===== config.mk =====
export PLATFORM = sky130hd
export DESIGN_NAME = pcs_tx_encode_ctrl
export DESIGN_NICKNAME = d
export VERILOG_FILES = /design/src/rtl/pcs_tx_encode_ctrl_pkg.sv /design/src/rtl/pcs_tx_encode_ctrl_ttype_classify.sv /design/src/rtl/pcs_tx_encode_ctrl.sv
export SDC_FILE = /design/constraint.sdc
export NUM_CORES = 1
export LEC_CHECK = 0
export ABC_CLOCK_PERIOD_IN_PS = 3550
export CORE_AREA = 3 3 130 132
export CTS_CLUSTER_DIAMETER = 80
export DETAILED_ROUTE_END_ITERATION = 10
export DIE_AREA = 0 0 133 135
export PLACE_DENSITY = 0.95
export SLEW_MARGIN = 20
export SYNTH_ARGS = -nofsm -noshare
export SYNTH_HDL_FRONTEND = slang
export SYNTH_SLANG_ARGS = --single-unit

===== constraint.sdc =====
create_clock -name clk -period 3.55 [get_ports clk]
set_input_delay 0.8875 -clock clk [delete_from_list [all_inputs] [get_ports clk]]
set_output_delay 0.8875 -clock clk [all_outputs]
set_load 0.03 [all_outputs]

===== src/rtl/pcs_tx_encode_ctrl_pkg.sv =====
// Shared types and constants for the 10GBASE-R transmit encode sequencer.
package pcs_tx_encode_ctrl_pkg;

    // Block classification of one XGMII word
    typedef enum logic [2:0] {
        TT_C = 3'd0,
        TT_S = 3'd1,
        TT_T = 3'd2,
        TT_D = 3'd3,
        TT_E = 3'd4
    } ttype_e;

    // Transmit state machine states
    typedef enum logic [2:0] {
        ST_INIT = 3'd0,
        ST_C    = 3'd1,
        ST_D    = 3'd2,
        ST_T    = 3'd3,
        ST_E    = 3'd4
    } tx_state_e;

    localparam logic [7:0] CH_IDLE  = 8'h07;
    localparam logic [7:0] CH_ERR   = 8'hFE;
    localparam logic [7:0] CH_START = 8'hFB;
    localparam logic [7:0] CH_TERM  = 8'hFD;
    localparam logic [7:0] CH_SEQ_A = 8'h9C;
    localparam logic [7:0] CH_SEQ_B = 8'h5C;

    // Error block: eight /E/ characters in a control block
    localparam logic [65:0] EBLOCK = {{8{7'h1E}}, 8'h1E, 2'b01};
    // Local-fault ordered-set block
    localparam logic [65:0] LBLOCK = {28'h0, 4'h0, 24'h010000, 8'h4B, 2'b01};

    // A control lane that may legally pad a control block
    function automatic logic ctl_ok(input logic [7:0] ch);
        return (ch == CH_IDLE) || (ch == CH_ERR);
    endfunction

    // Next TX state from current state, current block type and look-ahead type
    function automatic tx_state_e next_state(input tx_state_e s, input ttype_e t, input ttype_e n);
        logic term_ok;
        tx_state_e ns;
        term_ok = (t == TT_T) && ((n == TT_C) || (n == TT_S));
        case (s)
            ST_D: ns = (t == TT_D) ? ST_D : (term_ok ? ST_T : ST_E);
            ST_E: begin
                if (t == TT_D)      ns = ST_D;
                else if (t == TT_C) ns = ST_C;
                else if (term_ok)   ns = ST_T;
                else                ns = ST_E;
            end
            default: ns = (t == TT_C) ? ST_C : ((t == TT_S) ? ST_D : ST_E);
        endcase
        return ns;
    endfunction

endpackage


===== src/rtl/pcs_tx_encode_ctrl_ttype_classify.sv =====
// Combinational classification of a 72-bit XGMII word into C/S/T/D/E.
module pcs_tx_ttype_classify
    import pcs_tx_encode_ctrl_pkg::*;
(
    input  logic [71:0] xgmii_word,
    output logic [2:0]  t_type
);

    logic [7:0]      ctrl;
    logic [7:0][7:0] lane;
    logic [7:0]      lane_ok;
    logic [7:0]      term_hit;

    assign ctrl = xgmii_word[7:0];

    generate
        for (genvar gi = 0; gi < 8; gi++) begin : g_lane
            // Terminate in lane gi: control bits gi..7 set, lanes above it idle/error
            localparam logic [7:0] TERM_CTRL  = 8'hFF << gi;
            localparam logic [7:0] ABOVE_MASK = 8'hFF << (gi + 1);

            assign lane[gi]     = xgmii_word[8*gi+8 +: 8];
            assign lane_ok[gi]  = ctl_ok(lane[gi]);
            assign term_hit[gi] = (ctrl == TERM_CTRL) && (lane[gi] == CH_TERM) &&
                                  ((lane_ok & ABOVE_MASK) == ABOVE_MASK);
        end
    endgenerate

    // Priority decode; the categories are disjoint so order only sets the default
    always_comb begin
        t_type = TT_E;
        if (ctrl == 8'h00)
            t_type = TT_D;
        else if ((ctrl == 8'h01) && (lane[0] == CH_START))
            t_type = TT_S;
        else if (((ctrl == 8'hFF) && (&lane_ok)) ||
                 ((ctrl == 8'h01) && ((lane[0] == CH_SEQ_A) || (lane[0] == CH_SEQ_B))))
            t_type = TT_C;
        else if (|term_hit)
            t_type = TT_T;
    end

endmodule


===== src/rtl/pcs_tx_encode_ctrl.sv =====
// TX sequencer around the 64b/66b encoder: one-word look-ahead, clause-49
// TX state machine, error-block substitution and local-fault forcing.
module pcs_tx_encode_ctrl
    import pcs_tx_encode_ctrl_pkg::*;
#(
    parameter int CNT_W = 16
) (
    input  logic             clk,
    input  logic             rst_n,
    input  logic [71:0]      xgmii_in,
    input  logic             in_valid,
    output logic             in_ready,
    output logic [71:0]      enc_xgmii_out,
    input  logic [65:0]      enc_block_in,
    input  logic             force_lf,
    output logic [65:0]      tx_block_out,
    output logic             tx_valid,
    input  logic             tx_ready,
    output logic [CNT_W-1:0] err_block_cnt
);

    localparam logic [CNT_W-1:0] CNT_ONE = {{(CNT_W-1){1'b0}}, 1'b1};

    logic             cur_valid_reg;
    ttype_e           cur_type_reg;
    logic [65:0]      cur_block_reg;
    tx_state_e        state_reg;
    tx_state_e        state_next;
    logic [65:0]      tx_block_reg;
    logic             tx_valid_reg;
    logic [CNT_W-1:0] err_cnt_reg;

    logic [2:0]       new_type_raw;
    ttype_e           new_type;
    logic             out_free;
    logic             accept;

    // The encoder sees the incoming word directly; its block is captured on accept
    assign enc_xgmii_out = xgmii_in;

    pcs_tx_ttype_classify u_classify (
        .xgmii_word (xgmii_in),
        .t_type     (new_type_raw)
    );

    assign new_type   = ttype_e'(new_type_raw);
    assign out_free   = !tx_valid_reg || tx_ready;
    assign in_ready   = force_lf || !cur_valid_reg || out_free;
    assign accept     = in_valid && in_ready;
    // Decision for the held word uses the arriving word as look-ahead
    assign state_next = next_state(state_reg, cur_type_reg, new_type);

    assign tx_block_out  = tx_block_reg;
    assign tx_valid      = tx_valid_reg;
    assign err_block_cnt = err_cnt_reg;

    // Pipeline slot, state machine, output register and error counter
    always_ff @(posedge clk or negedge rst_n) begin
        if (!rst_n) begin
            cur_valid_reg <= 1'b0;
            cur_type_reg  <= TT_E;
            cur_block_reg <= '0;
            state_reg     <= ST_INIT;
            tx_block_reg  <= '0;
            tx_valid_reg  <= 1'b0;
            err_cnt_reg   <= '0;
        end else begin
            if (tx_valid_reg && tx_ready)
                tx_valid_reg <= 1'b0;

            if (force_lf) begin
                // Inputs are swallowed; the pipeline restarts from INIT on release
                state_reg     <= ST_INIT;
                cur_valid_reg <= 1'b0;
                if (out_free) begin
                    tx_block_reg <= LBLOCK;
                    tx_valid_reg <= 1'b1;
                end
            end else if (accept) begin
                cur_valid_reg <= 1'b1;
                cur_type_reg  <= new_type;
                cur_block_reg <= enc_block_in;
                // in_ready guarantees the output register is free when cur is valid
                if (cur_valid_reg) begin
                    state_reg    <= state_next;
                    tx_valid_reg <= 1'b1;
                    if (state_next == ST_E) begin
                        tx_block_reg <= EBLOCK;
                        if (err_cnt_reg != {CNT_W{1'b1}})
                            err_cnt_reg <= err_cnt_reg + CNT_ONE;
                    end else begin
                        tx_block_reg <= cur_block_reg;
                    end
                end
            end
        end
    end

endmodule

==> results_tabular.tex, run 1 <==
\begin{tabular}{lr}
\hline
Metric & Value \\
\hline
\multicolumn{2}{l}{\textbf{Clocking}} \\
Clock network latency to the later pin of the worst-skew pair & 0.42 ns \\
Number of buffers between clock root and the deepest sink & 2 \\
CTS tree & yes \\
Sink Count & 156 \\
CTS H-Tree Depth & 4 \\
Number of buffers created by CTS & 17 \\
Postcts setup bufs & 0 \\
Clock transition time at the flip-flop clock pins of the worst setup and hold paths & 0.07 ns \\
Root Driver & sky130\_fd\_sc\_hd\_\_clkbuf\_16 \\
\multicolumn{2}{l}{\textbf{Power}} \\
Power Internal & 3650 µW \\
Fraction of power spent switching nets & 28.7\% \\
Register share of total power & 41.4\% \\
Clock power frac & 36.1\% \\
Standby leakage power & 0.00472 µW \\
Highest ir drop seen on vdd & 0.000340 V \\
Portion of total power attributed to combinational logic & 22.5\% \\
Power Dens Cells & 459 nW/µm² \\
Switching pwr & 1470 µW \\
\multicolumn{2}{l}{\textbf{Floorplan}} \\
Starting utilization of the core area & 47.1\% \\
CORE AREA & 15800 µm² \\
IO Count & 299 \\
Die Height & 135 µm \\
Number of rows in the core area & 46 \\
Die area & 18000 µm² \\
Horizontal die dimension & 133 µm \\
\multicolumn{2}{l}{\textbf{STA}} \\
Number of setup violations in the final report & 0 \\
Post-Route Skew & 0.0124 ns \\
Worst hold-check slack & 0.437 ns \\
Maximum clock frequency & 297 MHz \\
Endpoints failing hold & 0 \\
Relative slew slack & 55.3\% \\
Final critical delay including setup and external delays & 3.37 ns \\
Measured slew at the worst slew-check pin & 0.669 ns \\
Max-slew violation count & 0 \\
Portion of the clock cycle consumed by the worst path in the final layout & 94.8\% \\
RSZ-0062 raised after global routing & false \\
\multicolumn{2}{l}{\textbf{Routing}} \\
Vias post-DR & 6269 \\
Detailed Route Iter0 Violations & 392 \\
Post-route ant nets & 0 \\
Via-to-Cell Ratio & 5.52 \\
Remaining routing DRC violations & 0 \\
Aggregate routed wire length & 22700 µm \\
Drt first pass iters & 5 \\
WL/cell & 20.0 µm \\
\multicolumn{2}{l}{\textbf{Run}} \\
Max-cap violations & 0 \\
\multicolumn{2}{l}{\textbf{Finish}} \\
Core utilization of the finished layout & 70.5\% \\
Nets@finish & 1050 \\
Area growth from synthesis to layout & 49.7\% \\
Number of fillers in the final layout & 1083 \\
Antenna fix cells & 0 \\
Share of post-route cells with drive strength above 1 & 18.8\% \\
\multicolumn{2}{l}{\textbf{Critical path}} \\
CP Launch Point & xgmii\_in[13] \\
Worst Path Required & 3.85 ns \\
Critical path fanouts, max & 15 \\
Data arrival time at the worst-slack endpoint & 3.66 ns \\
Launch instance of the worst register-to-register path & state\_reg[2]\$\_DFFE\_PN0P\_ \\
Critical Setup Path Class & in -> reg \\
Type of element capturing the critical path & register \\
CP Launch Type & input pin \\
\multicolumn{2}{l}{\textbf{Placement}} \\
Routability Congestion & 0.901 \\
Total half-perimeter wirelength after legalization and detailed placement & 17200 µm \\
Number of buffers added on ports & 298 \\
\multicolumn{2}{l}{\textbf{Global route}} \\
Total gr overflow & 0 \\
Number of global-route vias before repair & 6471 \\
Initial antenna violation count & 1 \\
Overall routing resource usage & 24.7\% \\
Pin count of the biggest net entering global routing & 66 \\
First-pass GRT wire length & 35200 µm \\
\multicolumn{2}{l}{\textbf{Yosys}} \\
Number of warnings issued by yosys & 0 \\
Number of distinct library cells after synthesis & 63 \\
Synth Cell Area & 7450 µm² \\
EDFF count, synth & 0 \\
Sequential fraction of the synthesis area & 52.4\% \\
Avg Cell Area, Syn & 11.9 µm² \\
Post-synthesis sequential element count & 156 \\
Synth async-reset ratio & 100\% \\
Gate count of the mapped netlist & 629 \\
Synth Flop Type & sky130\_fd\_sc\_hd\_\_dfrtp\_1 \\
Net count of the mapped netlist & 773 \\
\multicolumn{2}{l}{\textbf{Status}} \\
Result of the run & complete, no violations \\
\multicolumn{2}{l}{\textbf{Hold path}} \\
Worst min-delay path category & in -> async \\
\hline
\end{tabular}
## worst max-delay path: stages
cell and delay, ns:
sky130_fd_sc_hd__clkdlybuf4s50_1 0.56, sky130_fd_sc_hd__nand3_1 0.11, sky130_fd_sc_hd__nor4b_2 0.29, sky130_fd_sc_hd__buf_4 0.16, sky130_fd_sc_hd__a2bb2o_1 0.26, sky130_fd_sc_hd__or4_1 0.56
sky130_fd_sc_hd__o21ai_4 0.25, sky130_fd_sc_hd__buf_12 0.17, sky130_fd_sc_hd__a21oi_1 0.10, sky130_fd_sc_hd__mux2_2 0.32
## worst paths after layout
kind                                                       to  slack [ns]  cells past startpoint
worst min-delay path            cur_block_reg[34]$_DFFE_PN0P_        0.44                      1
worst min register to register   err_block_cnt[5]$_DFFE_PN0P_        0.49                      1
max in group asynchronous         cur_type_reg[2]$_DFFE_PN1P_        2.20                      2
worst max-delay path             err_block_cnt[1]$_DFFE_PN0P_        0.18                     10
worst max register to register   err_block_cnt[9]$_DFFE_PN0P_        1.12                      7
min in group clk                 err_block_cnt[5]$_DFFE_PN0P_        0.49                      1
## layout make-up
cell class                      instances  area, µm²  share of cell area [%]
Clock buffer                           19        453                    4.06
Clock inverter                         13        153                    1.37
Inverter                                8       30.0                   0.269
Multi-Input combinational cell        363       2820                    25.3
Sequential cell                       156       3910                    35.0
Tap cell                              216        270                    2.42
Timing Repair Buffer                  360       3530                    31.6
## synth_stat cells (2+ instances only)
cell type                   count  share of area, %
sky130_fd_sc_hd__or4b_1         4              0.54
sky130_fd_sc_hd__mux2_2        65               9.8
sky130_fd_sc_hd__xor2_1        15               1.8
sky130_fd_sc_hd__and3b_1        2              0.24
sky130_fd_sc_hd__dfrtp_1      155                52
sky130_fd_sc_hd__nand4_1       12               1.0
sky130_fd_sc_hd__or3_1          3              0.25
sky130_fd_sc_hd__nor2b_1        2              0.17
sky130_fd_sc_hd__a211oi_1       6              0.60
sky130_fd_sc_hd__o211ai_1       3              0.30
sky130_fd_sc_hd__clkbuf_1      21               1.1
sky130_fd_sc_hd__a221o_1       33               4.4
sky130_fd_sc_hd__or2_2          2              0.17
sky130_fd_sc_hd__nor4_1         8              0.67
sky130_fd_sc_hd__nor3b_1        4              0.40
sky130_fd_sc_hd__buf_4         72               7.3
sky130_fd_sc_hd__nand3b_1       3              0.30
sky130_fd_sc_hd__buf_8          3              0.60
sky130_fd_sc_hd__nor2_1        28               1.4
sky130_fd_sc_hd__a21oi_1       19               1.3
sky130_fd_sc_hd__nor3_1        12              0.81
sky130_fd_sc_hd__a2111oi_0      2              0.24
sky130_fd_sc_hd__nand2b_1       5              0.42
sky130_fd_sc_hd__nand3_1       18               1.2
sky130_fd_sc_hd__o31ai_1        3              0.30
sky130_fd_sc_hd__o21bai_1       2              0.20
sky130_fd_sc_hd__inv_1          8              0.40
sky130_fd_sc_hd__or4_1          2              0.20
sky130_fd_sc_hd__o22ai_1        4              0.34
sky130_fd_sc_hd__nand2_1       25               1.3
sky130_fd_sc_hd__and4_1         3              0.35
sky130_fd_sc_hd__and3_1         8              0.67
sky130_fd_sc_hd__a22o_1        27               3.2
sky130_fd_sc_hd__nand4b_1       4              0.47
sky130_fd_sc_hd__nor4b_1        4              0.47
sky130_fd_sc_hd__and4b_1        2              0.27
sky130_fd_sc_hd__o21ai_0       11              0.74
sky130_fd_sc_hd__buf_6          4              0.60
## per-layer routing
| layer | vias up | share of wire [%] | global-route usage [%] | wire length (µm) |
|---|---|---|---|---|
| li1 | 2851 | - | - | - |
| met5 | - | 0.057 | 0 | 13 |
| met4 | 2 | 3.2 | 10.2 | 718 |
| met1 | 3088 | 39 | 29.8 | 8960 |
| met2 | 273 | 51 | 42.7 | 11600 |
| met3 | 55 | 6.2 | 5.92 | 1410 |
## logic make-up (layout without fill, tap and decap cells)
family	after synthesis	in the layout	synth area share, %
AO/OA/AOI/OAI	124	124	13.4
multiplexers	66	66	9.95
AND/OR/NAND/NOR	157	157	12.3
XOR/XNOR	15	15	1.76
adder cells (fa/ha/maj)	1	1	0.168
buffers and inverters	110	400	10.0
flip-flops	156	156	52.4
## cell usage in the layout, fill, tap and decap left out, types with 4 or more instances in the layout
cell / count
sky130_fd_sc_hd__nand4_1: 12
sky130_fd_sc_hd__a22o_1: 27
sky130_fd_sc_hd__nor3b_1: 4
sky130_fd_sc_hd__nand4b_1: 4
sky130_fd_sc_hd__inv_6: 5
sky130_fd_sc_hd__clkdlybuf4s50_1: 296
sky130_fd_sc_hd__o21ai_0: 11
sky130_fd_sc_hd__o22ai_1: 4
sky130_fd_sc_hd__nor3_1: 12
sky130_fd_sc_hd__nand2_1: 25
sky130_fd_sc_hd__a211oi_1: 6
sky130_fd_sc_hd__buf_12: 6
sky130_fd_sc_hd__and3_1: 8
sky130_fd_sc_hd__clkbuf_16: 17
sky130_fd_sc_hd__xor2_1: 15
sky130_fd_sc_hd__nand3_1: 18
sky130_fd_sc_hd__a21oi_1: 19
sky130_fd_sc_hd__mux2_2: 65
sky130_fd_sc_hd__dfrtp_1: 155
sky130_fd_sc_hd__nand2b_1: 5
sky130_fd_sc_hd__nor2_1: 26
sky130_fd_sc_hd__nor4_1: 8
sky130_fd_sc_hd__inv_1: 8
sky130_fd_sc_hd__a221o_1: 33
sky130_fd_sc_hd__buf_4: 56
sky130_fd_sc_hd__or4b_1: 4
## power by group through the flow
stage / combinational, µW / sequential (µW) / clock [µW]
detailed placement: 1150 / 2150 / 0
finish: 1150 / 2120 / 1850
global route: 1210 / 2140 / 1960
global placement: 1110 / 2130 / 0
floorplan: 454 / 2270 / 0
CTS: 1160 / 2120 / 1890
## stage by stage
step | setup slack, ns | instance area, µm² | std cells | TNS (ns) | total power, µW
5_1_grt | 0.0495 | 11200 | 1135 | 0 | 5320
6_report | 0.184 | 11200 | 1135 | 0 | 5120
4_1_cts | 0.0380 | 11100 | 1134 | 0 | 5160
3_3_place_gp | -0.361 | 10500 | 1102 | -26.55 | 3240
2_1_floorplan | 0.398 | 7450 | 629 | 0 | 2720
3_5_place_dp | -0.399 | 10500 | 1102 | -28.90 | 3290
## timing repair
item | CTS | global route
setup endpoints to repair | 0 | 71
resized for setup | 0 | 2
hold buffers | 0 | 0
No activity file was read; power rests on OpenSTA's default activity.
==> inputs of run 2 (changes only) <==
Settings changed: SKIP_CTS_REPAIR_TIMING from default to 1, SLEW_MARGIN 20 to 10.
==> results_tabular.tex, run 2 (synthesis results as in run 1) <==
\begin{tabular}{lr}
\hline
Metric & Value \\
\hline
\multicolumn{2}{l}{\textbf{Status}} \\
Result of the run & complete, no violations \\
\multicolumn{2}{l}{\textbf{Routing}} \\
Drt first pass iters & 5 \\
Vias post-DR & 6237 \\
Aggregate routed wire length & 22600 µm \\
Detailed Route Iter0 Violations & 422 \\
Via-to-Cell Ratio & 5.50 \\
Remaining routing DRC violations & 0 \\
WL/cell & 20.0 µm \\
Post-route ant nets & 0 \\
\multicolumn{2}{l}{\textbf{Global route}} \\
First-pass GRT wire length & 35200 µm \\
Initial antenna violation count & 1 \\
Number of global-route vias before repair & 6471 \\
Total gr overflow & 0 \\
Overall routing resource usage & 24.7\% \\
Pin count of the biggest net entering global routing & 66 \\
\multicolumn{2}{l}{\textbf{Placement}} \\
Total half-perimeter wirelength after legalization and detailed placement & 17200 µm \\
Number of buffers added on ports & 298 \\
Routability Congestion & 0.901 \\
DP Worst Slack & -0.399 ns \\
Placed cell count & 1102 \\
\multicolumn{2}{l}{\textbf{Critical path}} \\
CP Launch Type & input pin \\
Data arrival time at the worst-slack endpoint & 3.68 ns \\
Kind of cell adding the most delay to the critical path & simple AND/OR/NAND/NOR gates \\
Critical Setup Path Class & in -> reg \\
Launch instance of the worst register-to-register path & state\_reg[2]\$\_DFFE\_PN0P\_ \\
CP Launch Point & xgmii\_in[13] \\
Max incr delay on CP & 0.56 ns \\
Library cell contributing the largest single delay on the critical path & sky130\_fd\_sc\_hd\_\_or4\_1 \\
CP Cell Sequence & clkdlybuf4s50\_1 > nand3\_1 > nor4b\_2 > buf\_4 > a2bb2o\_1 > or4\_1 > o21ai\_4 > buf\_12 > a21oi\_1 > mux2\_2 \\
Setup slack, reg-to-reg & 0.84 ns \\
Worst Path Required & 3.85 ns \\
Total buffers and inverters traversed by the critical path & 3 \\
Number of cells on the worst reg-to-reg path & 7 \\
Critical path fanouts, max & 15 \\
Depth of the critical timing path with buffers and inverters included & 10 \\
Type of element capturing the critical path & register \\
\multicolumn{2}{l}{\textbf{Clocking}} \\
CTS H-Tree Depth & 4 \\
Root Driver & sky130\_fd\_sc\_hd\_\_clkbuf\_16 \\
Clock network latency to the later pin of the worst-skew pair & 0.42 ns \\
Number of buffers between clock root and the deepest sink & 2 \\
Clock transition time at the flip-flop clock pins of the worst setup and hold paths & 0.07 ns \\
Number of buffers created by CTS & 17 \\
Sink Count & 156 \\
CTS tree & yes \\
\multicolumn{2}{l}{\textbf{Finish}} \\
Nets@finish & 1049 \\
Most common cell after layout, fill and taps aside & sky130\_fd\_sc\_hd\_\_clkdlybuf4s50\_1 \\
Post-route non-filler standard cell count & 1134 \\
Commonest non-fill, non-tap cells in the layout & sky130\_fd\_sc\_hd\_\_clkdlybuf4s50\_1 (296), sky130\_fd\_sc\_hd\_\_dfrtp\_1 (155), sky130\_fd\_sc\_hd\_\_mux2\_2 (65) \\
Area growth from synthesis to layout & 49.4\% \\
Antenna fix cells & 0 \\
Share of post-route cells with drive strength above 1 & 18.6\% \\
\multicolumn{2}{l}{\textbf{STA}} \\
Final critical-path setup slack & 0.171 ns \\
Relative slew slack & 25.7\% \\
RSZ-0062 raised after global routing & false \\
Portion of the clock cycle consumed by the worst path in the final layout & 95.2\% \\
Measured slew at the worst slew-check pin & 1.11 ns \\
Final critical delay including setup and external delays & 3.38 ns \\
Max-slew violation count & 0 \\
Setup TNS & 0 ns \\
Number of setup violations in the final report & 0 \\
Endpoints failing hold & 0 \\
Worst hold-check slack & 0.436 ns \\
Maximum clock frequency & 296 MHz \\
Post-Route Skew & 0.0113 ns \\
\multicolumn{2}{l}{\textbf{Power}} \\
Highest ir drop seen on vdd & 0.000341 V \\
Power, Total & 5110 µW \\
Power Dens Cells & 459 nW/µm² \\
Standby leakage power & 0.00471 µW \\
\multicolumn{2}{l}{\textbf{Run}} \\
Max-cap violations & 0 \\
\multicolumn{2}{l}{\textbf{Floorplan}} \\
Number of rows in the core area & 46 \\
IO Count & 299 \\
Die Height & 135 µm \\
Horizontal die dimension & 133 µm \\
Starting utilization of the core area & 47.1\% \\
Die area & 18000 µm² \\
CORE AREA & 15800 µm² \\
\multicolumn{2}{l}{\textbf{Hold path}} \\
Worst min-delay path category & in -> async \\
\hline
\end{tabular}
==> run 2: cell types whose count changed in the layout (fill, tap and decap cells not counted) <==
cell	change
sky130_fd_sc_hd__buf_12	-1
sky130_fd_sc_hd__nor2_2	-1
sky130_fd_sc_hd__nor2_1	+1
==> run 2: worst paths after layout <==
kind / end
worst max-delay path: err_block_cnt[1]$_DFFE_PN0P_
worst min-delay path: tx_block_out[34]$_DFFE_PN0P_
worst max register to register: tx_block_out[4]$_DFFE_PN0P_
worst min register to register: err_block_cnt[5]$_DFFE_PN0P_
max in group asynchronous: cur_type_reg[2]$_DFFE_PN1P_
min in group clk: err_block_cnt[5]$_DFFE_PN0P_
==> run 2: cell type report <==
cell class                 count  area, µm²
inverter                       8       30.0
timing repair buffer         359       3510
tap                          216        270
fill                        1089       4690
clock inverter                13        153
clock buffer                  19        453
sequential                   156       3910
multi-input combinational    363       2820
==> run 2: metrics by stage <==
step                      cell area (µm²)  utilization, %
final                               11100            70.4
after global routing                11100            70.4
after CTS                           11100            70.3
after detailed placement            10500            66.5
after global placement              10500            66.5
after floorplan                      7450               -
==> run 2: per-layer routing <==
metal	wire length [µm]	share of wire [%]	up-vias	track usage, %
li1	-	-	2844	-
met1	8920	39	3059	29.8
met3	1430	6.3	58	5.92
met4	739	3.3	2	10.2
met2	11500	51	274	42.7
met5	13	0.057	-	0
==> run 2: where the power goes <==
group          switching (µW)  internal (µW)  total (µW)
logic                     578            568        1150
clock network             755           1090        1850
registers                 135           1980        2120
==> inputs of run 3 (changes only) <==
Settings changed: CELL_PAD_IN_SITES_DETAIL_PLACEMENT from default to 0, CELL_PAD_IN_SITES_GLOBAL_PLACEMENT from default to 1, CORE_AREA 3 3 130 132 to 3 3 148 150, DIE_AREA 0 0 133 135 to 0 0 151 153, MAX_ROUTING_LAYER from default to met4.
==> results_tabular.tex, run 3 (synthesis results as in run 1) <==
\begin{tabular}{lr}
\hline
Metric & Value \\
\hline
\multicolumn{2}{l}{\textbf{Status}} \\
Result of the run & complete, no violations \\
\multicolumn{2}{l}{\textbf{STA}} \\
Maximum clock frequency & 292 MHz \\
Relative slew slack & 24.4\% \\
Max-slew violation count & 0 \\
Final critical delay including setup and external delays & 3.42 ns \\
Portion of the clock cycle consumed by the worst path in the final layout & 96.4\% \\
RSZ-0062 raised after global routing & false \\
Measured slew at the worst slew-check pin & 1.13 ns \\
Number of setup violations in the final report & 0 \\
Setup TNS & 0 ns \\
Post-Route Skew & 0.00685 ns \\
Endpoints failing hold & 0 \\
\multicolumn{2}{l}{\textbf{Hold path}} \\
Worst min-delay path category & reg -> reg \\
Number of stages on the worst hold path & 1 \\
Hold EP & tx\_block\_out[65]\$\_DFFE\_PN0P\_ \\
Startpoint of the worst hold path & cur\_block\_reg[65]\$\_DFFE\_PN0P\_ \\
\multicolumn{2}{l}{\textbf{Critical path}} \\
Type of element capturing the critical path & register \\
RR Endpoint & tx\_block\_out[39]\$\_DFFE\_PN0P\_ \\
Launch instance of the worst register-to-register path & state\_reg[2]\$\_DFFE\_PN0P\_ \\
Total buffers and inverters traversed by the critical path & 3 \\
Kind of cell adding the most delay to the critical path & simple AND/OR/NAND/NOR gates \\
Data arrival time at the worst-slack endpoint & 3.73 ns \\
Critical Setup Path Class & in -> reg \\
Setup slack, reg-to-reg & 0.87 ns \\
Most repeated library cell on the critical path & sky130\_fd\_sc\_hd\_\_buf\_4 \\
Critical path fanouts, max & 12 \\
Number of cells on the worst reg-to-reg path & 7 \\
Worst Path Required & 3.86 ns \\
CP Cell Sequence & clkdlybuf4s50\_1 > nand3\_1 > nor4b\_2 > buf\_4 > a2bb2o\_1 > or4\_1 > o21ai\_4 > buf\_4 > a21oi\_1 > mux2\_2 \\
Library cell contributing the largest single delay on the critical path & sky130\_fd\_sc\_hd\_\_or4\_1 \\
Max incr delay on CP & 0.57 ns \\
CP Launch Type & input pin \\
\multicolumn{2}{l}{\textbf{Floorplan}} \\
Horizontal die dimension & 151 µm \\
Die area & 23100 µm² \\
Number of rows in the core area & 53 \\
CORE AREA & 20800 µm² \\
IO Count & 299 \\
Starting utilization of the core area & 35.8\% \\
Die Height & 153 µm \\
\multicolumn{2}{l}{\textbf{Global route}} \\
Initial antenna violation count & 0 \\
Number of global-route vias before repair & 6430 \\
Total gr overflow & 0 \\
First-pass GRT wire length & 34400 µm \\
Pin count of the biggest net entering global routing & 81 \\
Overall routing resource usage & 19.4\% \\
\multicolumn{2}{l}{\textbf{Run}} \\
Max-cap violations & 0 \\
\multicolumn{2}{l}{\textbf{Finish}} \\
Area growth from synthesis to layout & 50.9\% \\
Share of post-route cells with drive strength above 1 & 18.7\% \\
Most common cell after layout, fill and taps aside & sky130\_fd\_sc\_hd\_\_clkdlybuf4s50\_1 \\
Commonest non-fill, non-tap cells in the layout & sky130\_fd\_sc\_hd\_\_clkdlybuf4s50\_1 (297), sky130\_fd\_sc\_hd\_\_dfrtp\_1 (155), sky130\_fd\_sc\_hd\_\_mux2\_2 (65) \\
Post-route non-filler standard cell count & 1193 \\
Antenna fix cells & 0 \\
Nets@finish & 1049 \\
\multicolumn{2}{l}{\textbf{Routing}} \\
WL/cell & 18.3 µm \\
Detailed route wirelength on metal3 & 1180 µm \\
Vias post-DR & 6167 \\
Post-route ant nets & 0 \\
Aggregate routed wire length & 21800 µm \\
Via-to-Cell Ratio & 5.17 \\
Detailed Route Iter0 Violations & 329 \\
Drt first pass iters & 5 \\
Met2 wirelength from detailed routing & 10700 µm \\
Wire length the detailed router placed on met1 & 9390 µm \\
Top Metal Used & met4 \\
Remaining routing DRC violations & 0 \\
\multicolumn{2}{l}{\textbf{Power}} \\
Power Dens Cells & 465 nW/µm² \\
Standby leakage power & 0.00471 µW \\
Highest ir drop seen on vdd & 0.000251 V \\
\multicolumn{2}{l}{\textbf{Clocking}} \\
CTS H-Tree Depth & 4 \\
Root Driver & sky130\_fd\_sc\_hd\_\_clkbuf\_16 \\
Sink Count & 156 \\
Clock transition time at the flip-flop clock pins of the worst setup and hold paths & 0.07 ns \\
Clock network latency to the later pin of the worst-skew pair & 0.42 ns \\
Number of buffers between clock root and the deepest sink & 2 \\
CTS tree & yes \\
Number of buffers created by CTS & 17 \\
\multicolumn{2}{l}{\textbf{Placement}} \\
Total half-perimeter wirelength after legalization and detailed placement & 16400 µm \\
Number of buffers added on ports & 298 \\
Placed cell count & 1161 \\
Routability Congestion & 0.836 \\
\hline
\end{tabular}
==> run 3: cell count changes in the layout (fill, tap and decap cells not counted) <==
| cell | delta |
|---|---|
| sky130_fd_sc_hd__clkbuf_8 | -2 |
| sky130_fd_sc_hd__nor4_2 | +1 |
| sky130_fd_sc_hd__bufinv_16 | +2 |
| sky130_fd_sc_hd__clkinv_2 | -1 |
| sky130_fd_sc_hd__buf_4 | +1 |
| sky130_fd_sc_hd__dlymetal6s2s_1 | -1 |
| sky130_fd_sc_hd__clkinv_8 | +1 |
| sky130_fd_sc_hd__nor4_1 | -1 |
| sky130_fd_sc_hd__buf_12 | -1 |
| sky130_fd_sc_hd__clkdlybuf4s50_1 | +1 |
==> run 3: metal layers <==
| metal | GRT usage, % | vias up |
|---|---|---|
| met5 | - | - |
| met4 | 6.82 | 0 |
| met3 | 3.65 | 28 |
| met2 | 31.5 | 242 |
| met1 | 24.3 | 3048 |
| li1 | - | 2849 |
==> run 3: cell type report <==
type,count,area (µm²)
clock inverters,15,224
clock buffers,17,425
repair buffers,359,3490
fillers,1788,9580
well taps,275,344
multi-input cells,363,2830
inverters,8,30.0
flip-flops and latches,156,3910
==> run 3: per-stage QoR <==
stage | utilization, % | power (µW) | hold WS [ns] | instance area, µm² | setup WS, ns
4_1_cts | 53.9 | 5290 | 0.487 | 11200 | 0.0428
3_5_place_dp | 50.8 | 3280 | 0.475 | 10600 | -0.399
5_1_grt | 54.0 | 5460 | 0.498 | 11200 | 0.0481
6_report | 54.0 | 5230 | 0.484 | 11200 | 0.128
3_3_place_gp | 50.8 | 3250 | 0.468 | 10600 | -0.396
2_1_floorplan | - | 2720 | 0.462 | 7450 | 0.398
==> run 3: where the power goes <==
part	total (µW)	switching (µW)	internal (µW)	leakage, µW
logic	1140	569	568	0.00243
clock network	1980	780	1200	0.000316
registers	2110	126	1980	0.00197
==> run 3: worst register-to-register path, cell delays in order (launching register included) <==
cell	delay, ns
sky130_fd_sc_hd__dfrtp_1	0.41
sky130_fd_sc_hd__nand2b_1	0.20
sky130_fd_sc_hd__a21oi_1	0.29
sky130_fd_sc_hd__mux2i_1	0.14
sky130_fd_sc_hd__nor2_1	0.87
sky130_fd_sc_hd__a21oi_4	0.17
sky130_fd_sc_hd__buf_12	0.21
sky130_fd_sc_hd__a221o_1	0.28
==> run 3: worst max-delay path by stage <==
stage / from / end / slack, ns / cells past startpoint
final: xgmii_in[15] / err_block_cnt[1]$_DFFE_PN0P_ / 0.13 / 10
after detailed placement: xgmii_in[15] / err_block_cnt[1]$_DFFE_PN0P_ / -0.40 / 10
after global routing: xgmii_in[15] / err_block_cnt[1]$_DFFE_PN0P_ / 0.05 / 10
after global placement: xgmii_in[14] / err_block_cnt[1]$_DFFE_PN0P_ / -0.40 / 10
after floorplan: xgmii_in[51] / tx_block_out[54]$_DFFE_PN0P_ / 0.40 / 8
after CTS: xgmii_in[15] / err_block_cnt[1]$_DFFE_PN0P_ / 0.04 / 10
